**src/rtl/uart_inst_loader_pkg.sv**
```systemverilog
// rtl/uart_inst_loader_pkg.sv - receiver state type, ASCII hex bounds and hex decode helper
package inst_loader_pkg;

  typedef enum logic [1:0] {IDLE, START, DATA, STOP} rx_state_t;

  localparam logic [7:0] CH_0    = 8'h30;
  localparam logic [7:0] CH_9    = 8'h39;
  localparam logic [7:0] CH_A_LO = 8'h61;
  localparam logic [7:0] CH_F_LO = 8'h66;
  localparam logic [7:0] CH_A_UP = 8'h41;
  localparam logic [7:0] CH_F_UP = 8'h46;

  // Returns {valid, nibble}; letters have low nibble 1..6, so +9 yields 10..15.
  function automatic logic [4:0] hex2nib(input logic [7:0] c);
    logic [4:0] r;
    r = 5'b0;
    if (c >= CH_0 && c <= CH_9)
      r = {1'b1, c[3:0]};
    else if ((c >= CH_A_LO && c <= CH_F_LO) || (c >= CH_A_UP && c <= CH_F_UP))
      r = {1'b1, 4'(c[3:0] + 4'd9)};
    return r;
  endfunction

endpackage

```
**src/rtl/uart_inst_loader_if.sv**
```systemverilog
// rtl/uart_inst_loader_if.sv - fetch-side read port of the instruction store
interface uart_inst_loader_if #(
  parameter int WORD_W = 32
);
  logic [31:0]       pc;
  logic [WORD_W-1:0] inst;

  modport master (output pc, input inst);
  modport slave  (input pc, output inst);
endinterface

```
**src/rtl/uart_inst_loader_rx_byte.sv**
```systemverilog
// rtl/uart_inst_loader_rx_byte.sv - 8N1 UART byte receiver with input synchronizer and mid-bit sampling
module uart_rx_byte
  import inst_loader_pkg::*;
#(
  parameter int CLKS_PER_BIT = 10417
) (
  input  logic       clk,
  input  logic       resetn,
  input  logic       txd,
  output logic       byte_valid,
  output logic [7:0] byte_data,
  output logic       frame_err_pulse,
  output logic       busy
);

  localparam int CNT_W = $clog2(CLKS_PER_BIT);
  localparam logic [CNT_W-1:0] BIT_LAST  = CNT_W'(CLKS_PER_BIT - 1);
  localparam logic [CNT_W-1:0] HALF_LAST = CNT_W'(CLKS_PER_BIT / 2 - 1);

  logic             txd_meta, txd_sync, txd_prev;
  rx_state_t        state, state_nxt;
  logic [CNT_W-1:0] clk_cnt;
  logic [2:0]       bit_idx;
  logic [7:0]       shreg;

  always_ff @(posedge clk) begin
    if (!resetn) begin
      {txd_meta, txd_sync, txd_prev} <= 3'b111;
    end else begin
      txd_meta <= txd;
      txd_sync <= txd_meta;
      txd_prev <= txd_sync;
    end
  end

  always_ff @(posedge clk) begin
    if (!resetn) state <= IDLE;
    else         state <= state_nxt;
  end

  always_comb begin
    state_nxt       = state;
    byte_valid      = 1'b0;
    frame_err_pulse = 1'b0;
    case (state)
      IDLE:  if (txd_prev && !txd_sync) state_nxt = START;
      START: if (clk_cnt == HALF_LAST) state_nxt = txd_sync ? IDLE : DATA;
      DATA:  if (clk_cnt == BIT_LAST && bit_idx == 3'd7) state_nxt = STOP;
      STOP: begin
        if (clk_cnt == BIT_LAST) begin
          state_nxt       = IDLE;
          byte_valid      = txd_sync;
          frame_err_pulse = !txd_sync;
        end
      end
      default: state_nxt = IDLE;
    endcase
  end

  // Counter restarts on every state change, so the START->DATA hop lands it mid-bit.
  always_ff @(posedge clk) begin
    if (!resetn) begin
      clk_cnt <= '0;
      bit_idx <= '0;
      shreg   <= '0;
    end else begin
      if (state == IDLE || state_nxt != state || clk_cnt == BIT_LAST) clk_cnt <= '0;
      else clk_cnt <= clk_cnt + 1'b1;
      if (state == IDLE) bit_idx <= '0;
      else if (state == DATA && clk_cnt == BIT_LAST) begin
        shreg   <= {txd_sync, shreg[7:1]};
        bit_idx <= bit_idx + 1'b1;
      end
    end
  end

  assign byte_data = shreg;
  assign busy      = (state != IDLE);

endmodule

```
**src/rtl/uart_inst_loader.sv**
```systemverilog
// rtl/uart_inst_loader.sv - hex-over-UART instruction store loader
// Optional: INST_LOADER_CHECKSUM_EN adds a byte-sum checksum of written words.
module uart_inst_loader
  import inst_loader_pkg::*;
#(
  parameter int CLKS_PER_BIT = 10417,
  parameter int WORD_W       = 32,
  parameter int DEPTH        = 32,
  parameter int ADDR_W       = 5
) (
  input  logic              clk,
  input  logic              resetn,
  input  logic              txd,
  input  logic              ld_clr,
  uart_inst_loader_if.slave fetch,
  output logic [ADDR_W:0]   load_cnt,
  output logic              loaded,
  output logic              busy,
  output logic              frame_err,
  output logic              fmt_err
`ifdef INST_LOADER_CHECKSUM_EN
  , output logic [7:0]      checksum
`endif
);

  localparam int NIBS  = WORD_W / 4;
  localparam int NIB_W = $clog2(NIBS + 1);
  localparam logic [NIB_W-1:0] NIB_LAST = NIB_W'(NIBS - 1);
  localparam logic [ADDR_W:0]  FULL     = (ADDR_W + 1)'(DEPTH);

  logic              byte_valid, frame_err_pulse, rx_busy;
  logic [7:0]        byte_data;
  logic [4:0]        hx;
  logic [NIB_W-1:0]  nib_cnt;
  logic [WORD_W-1:0] shreg, word_nxt;
  logic              word_done, do_write;
  logic [WORD_W-1:0] mem [DEPTH];

  uart_rx_byte #(.CLKS_PER_BIT(CLKS_PER_BIT)) u_rx (
    .clk             (clk),
    .resetn          (resetn),
    .txd             (txd),
    .byte_valid      (byte_valid),
    .byte_data       (byte_data),
    .frame_err_pulse (frame_err_pulse),
    .busy            (rx_busy)
  );

  assign hx        = hex2nib(byte_data);
  assign word_nxt  = {shreg[WORD_W-5:0], hx[3:0]};
  assign word_done = byte_valid && hx[4] && (nib_cnt == NIB_LAST);
  assign do_write  = word_done && !loaded && !ld_clr;
  assign loaded    = (load_cnt == FULL);
  assign busy      = rx_busy || (nib_cnt != '0);

  always_ff @(posedge clk) begin
    if (do_write) mem[load_cnt[ADDR_W-1:0]] <= word_nxt;
  end

  assign fetch.inst = mem[fetch.pc[ADDR_W+1:2]];

  logic unused_pc_bits;
  assign unused_pc_bits = ^{fetch.pc[31:ADDR_W+2], fetch.pc[1:0]};

`ifdef INST_LOADER_CHECKSUM_EN
  logic [7:0] word_sum;
  always_comb begin
    word_sum = '0;
    for (int i = 0; i < WORD_W / 8; i++) word_sum = word_sum + word_nxt[i*8 +: 8];
    if (WORD_W % 8 != 0) word_sum = word_sum + 8'(word_nxt[WORD_W-1 -: 4]);
  end

  always_ff @(posedge clk) begin
    if (!resetn || ld_clr) checksum <= '0;
    else if (do_write)     checksum <= checksum + word_sum;
  end
`endif

  // ld_clr takes priority over everything, including a word completing on the same edge.
  always_ff @(posedge clk) begin
    if (!resetn || ld_clr) begin
      nib_cnt   <= '0;
      load_cnt  <= '0;
      frame_err <= 1'b0;
      fmt_err   <= 1'b0;
      shreg     <= '0;
    end else begin
      if (frame_err_pulse) frame_err <= 1'b1;
      if (byte_valid) begin
        if (hx[4]) begin
          shreg <= word_nxt;
          if (nib_cnt == NIB_LAST) begin
            nib_cnt <= '0;
            if (!loaded) load_cnt <= load_cnt + 1'b1;
            else         fmt_err  <= 1'b1;
          end else begin
            nib_cnt <= nib_cnt + 1'b1;
          end
        end else if (nib_cnt != '0) begin
          nib_cnt <= '0;
          fmt_err <= 1'b1;
        end
      end
    end
  end

endmodule

```
**src/flat_wrapper.sv**
```systemverilog
// flat-port wrapper written by rule: the top's interface ports become plain ports
module uart_inst_loader_flat import inst_loader_pkg::*;
#(
  parameter int CLKS_PER_BIT = 10417,
  parameter int WORD_W       = 32,
  parameter int DEPTH        = 32,
  parameter int ADDR_W       = 5
)
  (clk, resetn, txd, ld_clr, load_cnt, loaded, busy, frame_err, fmt_err, fetch_pc, fetch_inst);
  uart_inst_loader_if #(.WORD_W(WORD_W)) fetch_i ();
  input  logic clk;
  input  logic resetn;
  input  logic txd;
  input  logic ld_clr;
  output logic [ADDR_W:0] load_cnt;
  output logic loaded;
  output logic busy;
  output logic frame_err;
  output logic fmt_err;
  input wire logic [$bits(fetch_i.pc)-1:0] fetch_pc;
  output wire logic [$bits(fetch_i.inst)-1:0] fetch_inst;
  assign fetch_i.pc = fetch_pc;
  assign fetch_inst = fetch_i.inst;
  uart_inst_loader #(.CLKS_PER_BIT(CLKS_PER_BIT), .WORD_W(WORD_W), .DEPTH(DEPTH), .ADDR_W(ADDR_W)) u_core (.clk(clk), .resetn(resetn), .txd(txd), .ld_clr(ld_clr), .fetch(fetch_i), .load_cnt(load_cnt), .loaded(loaded), .busy(busy), .frame_err(frame_err), .fmt_err(fmt_err));
endmodule
```
**config.mk**
```make
export PLATFORM = sky130hd
export DESIGN_NAME = uart_inst_loader_flat
export DESIGN_NICKNAME = d
export VERILOG_FILES = /design/src/rtl/uart_inst_loader_pkg.sv /design/src/rtl/uart_inst_loader_if.sv /design/src/rtl/uart_inst_loader_rx_byte.sv /design/src/rtl/uart_inst_loader.sv /design/src/flat_wrapper.sv
export SDC_FILE = /design/constraint.sdc
export NUM_CORES = 1
export LEC_CHECK = 0
export ABC_CLOCK_PERIOD_IN_PS = 5720
export CORE_ASPECT_RATIO = 0.5
export CORE_MARGIN = 8
export CORE_UTILIZATION = 35
export CTS_CLUSTER_DIAMETER = 120
export DETAILED_ROUTE_END_ITERATION = 6
export GPL_TIMING_DRIVEN = 0
export HOLD_SLACK_MARGIN = 0.1
export REMOVE_ABC_BUFFERS = 1
export SYNTH_ARGS = -nofsm -noshare
export SYNTH_HDL_FRONTEND = slang
export SYNTH_SLANG_ARGS = --single-unit
```
**constraint.sdc**
```tcl
create_clock -name clk -period 5.72 [get_ports clk]
set_input_delay 1.144 -clock clk [delete_from_list [all_inputs] [get_ports clk]]
set_output_delay 1.144 -clock clk [all_outputs]
set_load 0.05 [all_outputs]
```
# == After elaboration in Yosys (flattened, before gate mapping) ==
# Memories as Yosys holds them, arrays and structs flattened.
# Index checks and enable logic that the tools add are counted.
# classes
addsub,5
bitwise,3
n_mul,0
div_mod_pow,0
shift,0
muxes,21
order_cmp,6
n_eq_ne,11
reduce_logical,30
# op_table
cell,count
$ge 8x7->1 const B,2
$le 8x7->1 const B,2
$add 14x1->14 const B,1
$eq 14x13->1 const B,1
$eq 14x14->1 const B,1
$mux 4,3
$logic_and 1x1->1,10
$mux 1,10
$mux 2,5
$mux 5,2
$ge 8x6->1 const B,1
$le 8x6->1 const B,1
$pmux 2 s4,1
$reduce_and 4->1,2
$add 6x1->6 const B,1
$eq 6x6->1 const B,1
$reduce_and 2->1,3
$logic_or 1x1->1,5
$add 4x1->4 const B,1
$add 4x4->4 const B,1
$eq 2x2->1 const B,2
$eq 4x3->1 const B,1
$logic_not 1->1,4
$reduce_bool 2->1,2
other kinds (10),13
# word_totals
ram_bits,1024
reg_bits,70
in_bits,36
mem_bits_ro,0
n_memories,1
out_inout_bits,42
wordCells,89
latch_bits,0
# memory_table
memory,words,width,rd,rd_clocked_by_memory_dff,write_ports,line_no,text
u_core.mem,32,32,1,0,1,uart_inst_loader.sv:37,logic [WORD_W-1:0] mem [DEPTH];

# == Depth between registers and ports, before layout ==
# Gate-level depths: netlist (run 1).
# depth
ltp_word,11
ltp_mapped,9
ltp_nobuf,7

# == Modules after synthesis ==
# From an unflattened synthesis (run 1), not the netlist that was laid out.
# hier_totals
cells_unflattened,1988
hier_area_um2,41657.5
# modules_own_cells
module,instances,seq_area_each_um2,cells_each,area_each_um2
uart_inst_loader,1,31550.3,1833,40287.4
uart_rx_byte,1,600.6,155,1370.1

# == Least setup slack after synthesis (run 1) ==
# Ideal clock, no wire load.
# synth_timing
path_type,reg-to-reg
startpoint,reg u_core.load_cnt[0]
endpoint,mem u_core.mem[25][0] (enable)
t_required_ns,5.259
synth_period_minus_slack_ns,4.671
path_buffers,2
arrival_ns,4.210
stages_incl_launch_ff,9
setup_ns,0.461
path_slack_ns,1.049
cell_sequence,dfxtp_1 > inv_1 > ha_1 > nand3_1 > nand3_1 > or4_4 > buf_6 > buf_6 > nor3_1
# synth_between
elab_chain_cells,6
# synth_lines
element,line_no,text
"start, declared",uart_inst_loader.sv:16,"output logic [ADDR_W:0] load_cnt,"
"start signal, assigned",uart_inst_loader.sv:94,if (!loaded) load_cnt <= load_cnt + 1'b1;
$eq 6x6->1,uart_inst_loader.sv:53,assign loaded = (load_cnt == FULL);
$logic_not 1->1,uart_inst_loader.sv:52,assign do_write = word_done && !loaded && !ld_clr;
$logic_and 1x1->1 (2 in a row),uart_inst_loader.sv:52,
$mux 1,uart_inst_loader.sv:57,if (do_write) mem[load_cnt[ADDR_W-1:0]] <= word_nxt;
$mux 1 (not written as such),uart_inst_loader.sv:57,
"end, declared",uart_inst_loader.sv:37,
# Several ways; a longest one is shown, not always the timed one.

# == Worst setup path in the final report (run 1) ==
# layout_timing
startpoint,in fetch_pc[2]
endpoint,out fetch_inst[25]
# layout_between
elab_chain_cells,1
# layout_lines
element,line_no,text
"start, declared",flat_wrapper.sv:20,input wire logic [$bits(fetch_i.pc)-1:0] fetch_pc;
$mem_v2 32x32,-,
"end, declared",flat_wrapper.sv:21,output wire logic [$bits(fetch_i.inst)-1:0] fetch_inst;
# Every way passes these cells.

==> results of run 1 <==
placed cells by master (no fill, tap or decap), types with 18 or more instances in the layout:
| cell | count |
|---|---|
| clkbuf_16 | 105 |
| buf_8 | 18 |
| a21oi_1 | 32 |
| mux4_2 | 288 |
| buf_16 | 24 |
| dfxtp_1 | 70 |
| buf_6 | 115 |
| mux2i_1 | 77 |
| nand3_1 | 48 |
| clkinv_1 | 20 |
| a22oi_1 | 34 |
| nor3_2 | 29 |
| o21a_1 | 35 |
| clkinv_2 | 20 |
| edfxtp_1 | 1024 |
| clkdlybuf4s50_1 | 45 |
| nor2_1 | 21 |
| o21ai_0 | 34 |
state kept, by name, indices dropped and copies added (netlist names):
| signal | count |
|---|---|
| u_core.u_rx.state | 2 |
| u_core.u_rx.clk_cnt | 14 |
| u_core.u_rx.txd_sync | 1 |
| u_core.shreg | 28 |
| u_core.u_rx.txd_prev | 1 |
| u_core.nib_cnt | 4 |
| u_core.u_rx.byte_data | 8 |
| u_core.u_rx.bit_idx | 3 |
| u_core.load_cnt | 6 |
| u_core.frame_err | 1 |
| u_core.u_rx.txd_meta | 1 |
| u_core.mem | 1024 |
| u_core.fmt_err | 1 |
power by group:
group	internal [mW]	switching, mW	leakage [nW]
Combinational	0.312	0.361	4.24
Sequential	8.61	0.00230	10.0
Clock	4.10	2.94	1.72
Total	13.0	3.30	16.0
metrics by stage:
step | setup WS [ns] | hold slack, ns | instances | cell area [um2]
after floorplan | 0.7582 | 0.3863 | 1851 | 41870
after global placement | -15.74 | 0.4015 | 3511 | 44390
after detailed placement | -0.4381 | 0.4051 | 3673 | 46880
after CTS | 0.1887 | 0.4198 | 3866 | 50460
after global routing | 0.08300 | 0.4374 | 3866 | 50460
final | 0.2419 | 0.4122 | 3866 | 50460
worst paths after layout:
path	start	end	slack, ns
worst max-delay path	fetch_pc[2]	fetch_inst[25]	0.24
worst min register to register	u_core.u_rx.txd_meta	u_core.u_rx.txd_sync	0.41
worst max register to register	u_core.u_rx.byte_data[0]	u_core.mem[22][31]	1.65
worst min-delay path	u_core.u_rx.txd_meta	u_core.u_rx.txd_sync	0.41
cell usage after synthesis, types with 4 or more instances:
library cell	n
a21oi_1	33
a22oi_1	34
and4_1	4
buf_1	9
buf_2	32
buf_6	4
clkbuf_1	69
clkinv_1	4
dfxtp_1	70
edfxtp_1	1024
ha_1	14
inv_1	12
mux2i_1	77
mux4_2	288
nand2_1	17
nand2b_1	7
nand3_1	48
nand4_1	5
nor2_1	22
nor2b_1	18
nor3_1	35
nor4bb_1	4
o211ai_1	4
o21a_1	35
o21ai_0	34
xor2_1	10
kinds of logic after synthesis:
| logic type | after synthesis | synth area share |
|---|---|---|
| XOR/XNOR | 13 | 0.002687 |
| AND/OR/NAND/NOR | 192 | 0.02557 |
| adder cells (fa/ha/maj) | 14 | 0.004133 |
| buffers and inverters | 131 | 0.01334 |
| multiplexers | 365 | 0.1712 |
| flip-flops | 1094 | 0.7587 |
| AO/OA/AOI/OAI | 157 | 0.02436 |
routing by layer:
layer	wire length [um]	up-vias	GRT usage
li1	-	8669	-
met1	43760	11150	0.2102
met2	46970	774	0.2362
met3	7532	136	0.02778
met4	2169	0	0.03950
met5	0	-	0
final cells by class:
type	count	area share
clock inverters	58	0.01307
well taps	1610	0.03992
repair buffers	214	0.05626
flip-flops and latches	1094	0.6371
multi-input cells	741	0.1961
clock buffers	133	0.05633
inverters	16	0.001190
critical path, cell delays in order:
cell,delay (ns)
buf_16,0.26
buf_16,0.32
buf_16,0.37
mux4_2,0.57
mux4_2,0.51
o21a_1,0.27
clkdlybuf4s50_1,0.73
==> qor.txt, run 1 <==
Final ANT Viol Nets -> 0
first-pass detailed-route iteration total -> 5
post-CTS setup buffer count -> 0
vias per cell -> 5.361
synth warn -> 0
synthesized instance count -> 1966
share of layout cells above drive strength 1 -> 0.2957
Worst setup EP type -> primary output
required time worst endpoint -> 4.58 ns
layout filler cell count -> 10210
CTS tree -> done
Sequential Area -> 32150 um2
Worst Hold Depth -> 1
wire per inst -> 25.98 um
PostCTS Resize Cnt -> 2
number of synthesized flops with an enable pin -> 1024
worst reg2reg path depth -> 9
area of the multi-input gates -> 9896 um2
Fmax -> 182.5 MHz
Rel. slew slack -> 0.1864
CTS Buffer Depth -> 3
RSZ-0062 raised after global routing -> false
Core ar. -> 120400 um2
Clock Latency Late Sink -> 0.67 ns
critical path class -> in -> out
Worst-path clk slew -> 0.06 ns
Post-Route WL -> 100400 um
final total power -> 16.32 mW
post-route clock period utilization -> 0.9577
starting density of the core -> 0.3520
initial antenna violation count -> 0
Chip Height -> 262.1 um
final setup fails -> 0
Leak -> 16.00 nW
Worst setup SP type -> input port
area of the mapped netlist -> 42380 um2
Buffers on Ports -> 50
GRT Total Usage -> 0.1481
IO Pins -> 78
Power Density -> 323.5 nW/um2
Hold Fails Final Rpt -> 0
area grow syn2layout -> 19.08%
Max VDD drop -> 0.2486 mV
register area share after synthesis -> 0.7587
Yosys top cell area share -> 0.7256
vias in the first global route -> 21140
HP Class -> reg -> reg
CTS Hold Buffers Added -> 0
clk sinks -> 1094
FF+latch count, synth -> 1094
first-pass GRT wire length -> 145500 um
leading area contributor after synthesis -> edfxtp_1
unique cell type count in the Yosys netlist -> 55
Core Util, Final -> 0.4192
Nets -> 2220
min Tclk post-route -> 5.478 ns
GPL Wtd Cong -> 0.6801
main area contributors after synthesis -> edfxtp_1 73%, mux4_2 15%, dfxtp_1 3.3%, mux2i_1 1.8%, o21a_1 0.62%
Num CTS Buffers -> 103
ys flop type -> edfxtp_1
diode count -> 0
vias -> 20720
final slew viol count -> 0
remaining global-route overflow -> 0
H-tree depth -> 3
Row Count -> 90
endpoint arrival time on the critical path -> 4.33 ns
worst-margin pin slew -> 1.219 ns
root buffer cell -> clkbuf_16
average size of a mapped cell -> 21.56 um2
DIE WIDTH -> 508.1 um
ys async rst share -> 0
largest net degree at the start of global routing -> 90
Max FO, Critical Path -> 56
DP HPWL -> 65750 um
DR iter-0 viols -> 2540
status -> complete, no violations
die area -> 133100 um2
setup TNS -> 0 ns
Worst Skew -> 0.02195 ns
Max-Cap Viols -> 0
Residual DRC -> 0
Power figures use the tool's default switching activity.
==> run 2, diff against run 1 <==
Settings changed: ABC_AREA set to 0, SKIP_CTS_REPAIR_TIMING set to 1.
==> qor.txt, run 2 (same netlist as run 1, synthesis figures left out) <==
Hold EP -> u_core.u_rx.txd_sync
count of non-filler cells in the finished layout -> 3866 (unchanged)
FF-to-FF Start -> u_core.u_rx.byte_data[0]
vias in the first global route -> 21090 (-0.23%)
Final Cell Area -> 50450 um2 (about the same)
final slew viol count -> 0 (unchanged)
Place WS -> -0.4381 ns (unchanged)
CP peak stage delay -> 0.73 ns (about the same)
most frequent cells in the layout -> 1024 x edfxtp_1, 288 x mux4_2, 115 x buf_6, 107 x clkbuf_16, 77 x mux2i_1
diode count -> 0 (unchanged)
min Tclk post-route -> 5.485 ns (+0.006954 ns)
CP max-delay cell -> clkdlybuf4s50_1
Max VDD drop -> 0.2479 mV (-0.27%)
area grow syn2layout -> 19.04% (about the same)
dpl cell area -> 46880 um2 (unchanged)
vias -> 20750 (+0.13%)
critical path class -> in -> out
Post-Route WL -> 100600 um (+0.16%)
H-tree depth -> 3 (unchanged)
RSZ-0062 raised after global routing -> false
Chip Height -> 262.1 um (unchanged)
Rel. slew slack -> 0.1989 (+0.01254)
CTS Buffer Depth -> 3 (unchanged)
IO Pins -> 78 (unchanged)
placed cell count -> 3673 (unchanged)
required time worst endpoint -> 4.58 ns (about the same)
CTS tree -> done
Core Util, Final -> 0.4191 (about the same)
first-pass GRT wire length -> 144600 um (-0.63%)
first-pass detailed-route iteration total -> 7 (+2)
HP Start -> u_core.u_rx.txd_meta
worst-margin pin slew -> 1.200 ns (-0.01879 ns)
Residual DRC -> 0 (unchanged)
number of flip-flops in the largest register -> 1024 (unchanged)
DIE WIDTH -> 508.1 um (unchanged)
worst reg2reg path depth -> 9 (unchanged)
Core ar. -> 120400 um2 (unchanged)
vias per cell -> 5.367 (+0.13%)
share of layout cells above drive strength 1 -> 0.2957 (unchanged)
remaining global-route overflow -> 0 (unchanged)
Num CTS Buffers -> 103 (unchanged)
Worst setup SP type -> input port
clk sinks -> 1094 (unchanged)
final setup fails -> 0 (unchanged)
wire per inst -> 26.02 um (+0.16%)
GPL Wtd Cong -> 0.6801 (unchanged)
Clock Latency Late Sink -> 0.68 ns (about the same)
Worst Hold Depth -> 1 (unchanged)
reg2reg setup slack -> 1.68 ns (+0.03 ns)
DR iter-0 viols -> 2460 (-3.1%)
Leak -> 15.99 nW (about the same)
root buffer cell -> clkbuf_16
Power Density -> 323.6 nW/um2 (about the same)
die area -> 133100 um2 (unchanged)
largest net degree at the start of global routing -> 90 (unchanged)
Most Frequent Cell on Critical Path -> buf_16
Buffers on Ports -> 50 (unchanged)
Final ANT Viol Nets -> 0 (unchanged)
endpoint arrival time on the critical path -> 4.34 ns (about the same)
Worst setup EP type -> primary output
Max FO, Critical Path -> 56 (unchanged)
starting density of the core -> 0.3520 (unchanged)
Hold Fails Final Rpt -> 0 (unchanged)
Fmax -> 182.3 MHz (-0.13%)
status -> complete, no violations
Worst Skew -> 0.02437 ns (+0.002423 ns)
Final Worst Setup Slack -> 0.2350 ns (-0.006954 ns)
Crit Reg-Reg Endpoint -> u_core.mem[22][31]
final total power -> 16.32 mW (about the same)
GRT Total Usage -> 0.1470 (-0.001188)
Worst-path clk slew -> 0.06 ns (about the same)
DP HPWL -> 65750 um (unchanged)
HP Class -> reg -> reg
initial antenna violation count -> 0 (unchanged)
Max-Cap Viols -> 0 (unchanged)
CP cell instances -> buf_16, buf_16, buf_16, mux4_2, mux4_2, o21a_1, clkdlybuf4s50_1
most common cell after layout, fill and taps aside -> edfxtp_1
Nets -> 2220 (unchanged)
post-route clock period utilization -> 0.9589 (+0.001216)
Row Count -> 90 (unchanged)
-- run 2: changes by cell type in the layout (fill, tap and decap cells not counted), sizes merged --
cell / previous run / this run
bufbuf: 2 / 0
clkbuf: 133 / 135
-- run 2: layout make-up --
type / instances / area [um2]
fillers: 10210 / 69930
multi-input cells: 741 / 9896
clock buffers: 133 / 2843
well taps: 1610 / 2014
repair buffers: 214 / 2824
inverters: 16 / 60.06
flip-flops and latches: 1094 / 32150
clock inverters: 58 / 659.4
-- run 2: worst max-delay path by stage --
stage / start / to
after floorplan: u_core.u_rx.byte_data[3] / u_core.mem[4][0]
after global placement: fetch_pc[2] / fetch_inst[25]
after detailed placement: fetch_pc[2] / fetch_inst[25]
after CTS: fetch_pc[2] / fetch_inst[25]
after global routing: fetch_pc[2] / fetch_inst[25]
final: fetch_pc[2] / fetch_inst[25]
-- run 2: power breakdown --
group,total [mW],internal (mW),switching (mW)
registers,8.62,8.61,0.00229
clock network,7.04,4.10,2.94
logic,0.671,0.310,0.361
-- run 2: per-stage QoR --
| stage | TNS [ns] | hold WS, ns |
|---|---|---|
| detailed placement | -3.218 | 0.4051 |
| CTS | -3.191 | 0.4198 |
| global route | 0 | 0.4374 |
| floorplan | 0 | 0.3863 |
| finish | 0 | 0.4122 |
| global placement | -4171.96 | 0.4015 |
-- run 2: critical path, delay by kind of cell --
kind                   cells  cell delay, ns
AOI/OAI and AO/OA          1            0.27
buffers and inverters      4            1.68
muxes                      2            1.08
-- run 2: routing by layer --
metal	GRT usage	vias up	share of wire
met3	0.02653	136	0.072
met4	0.03777	0	0.021
li1	-	8681	-
met5	0	-	0
met1	0.2097	11170	0.44
met2	0.2345	759	0.47
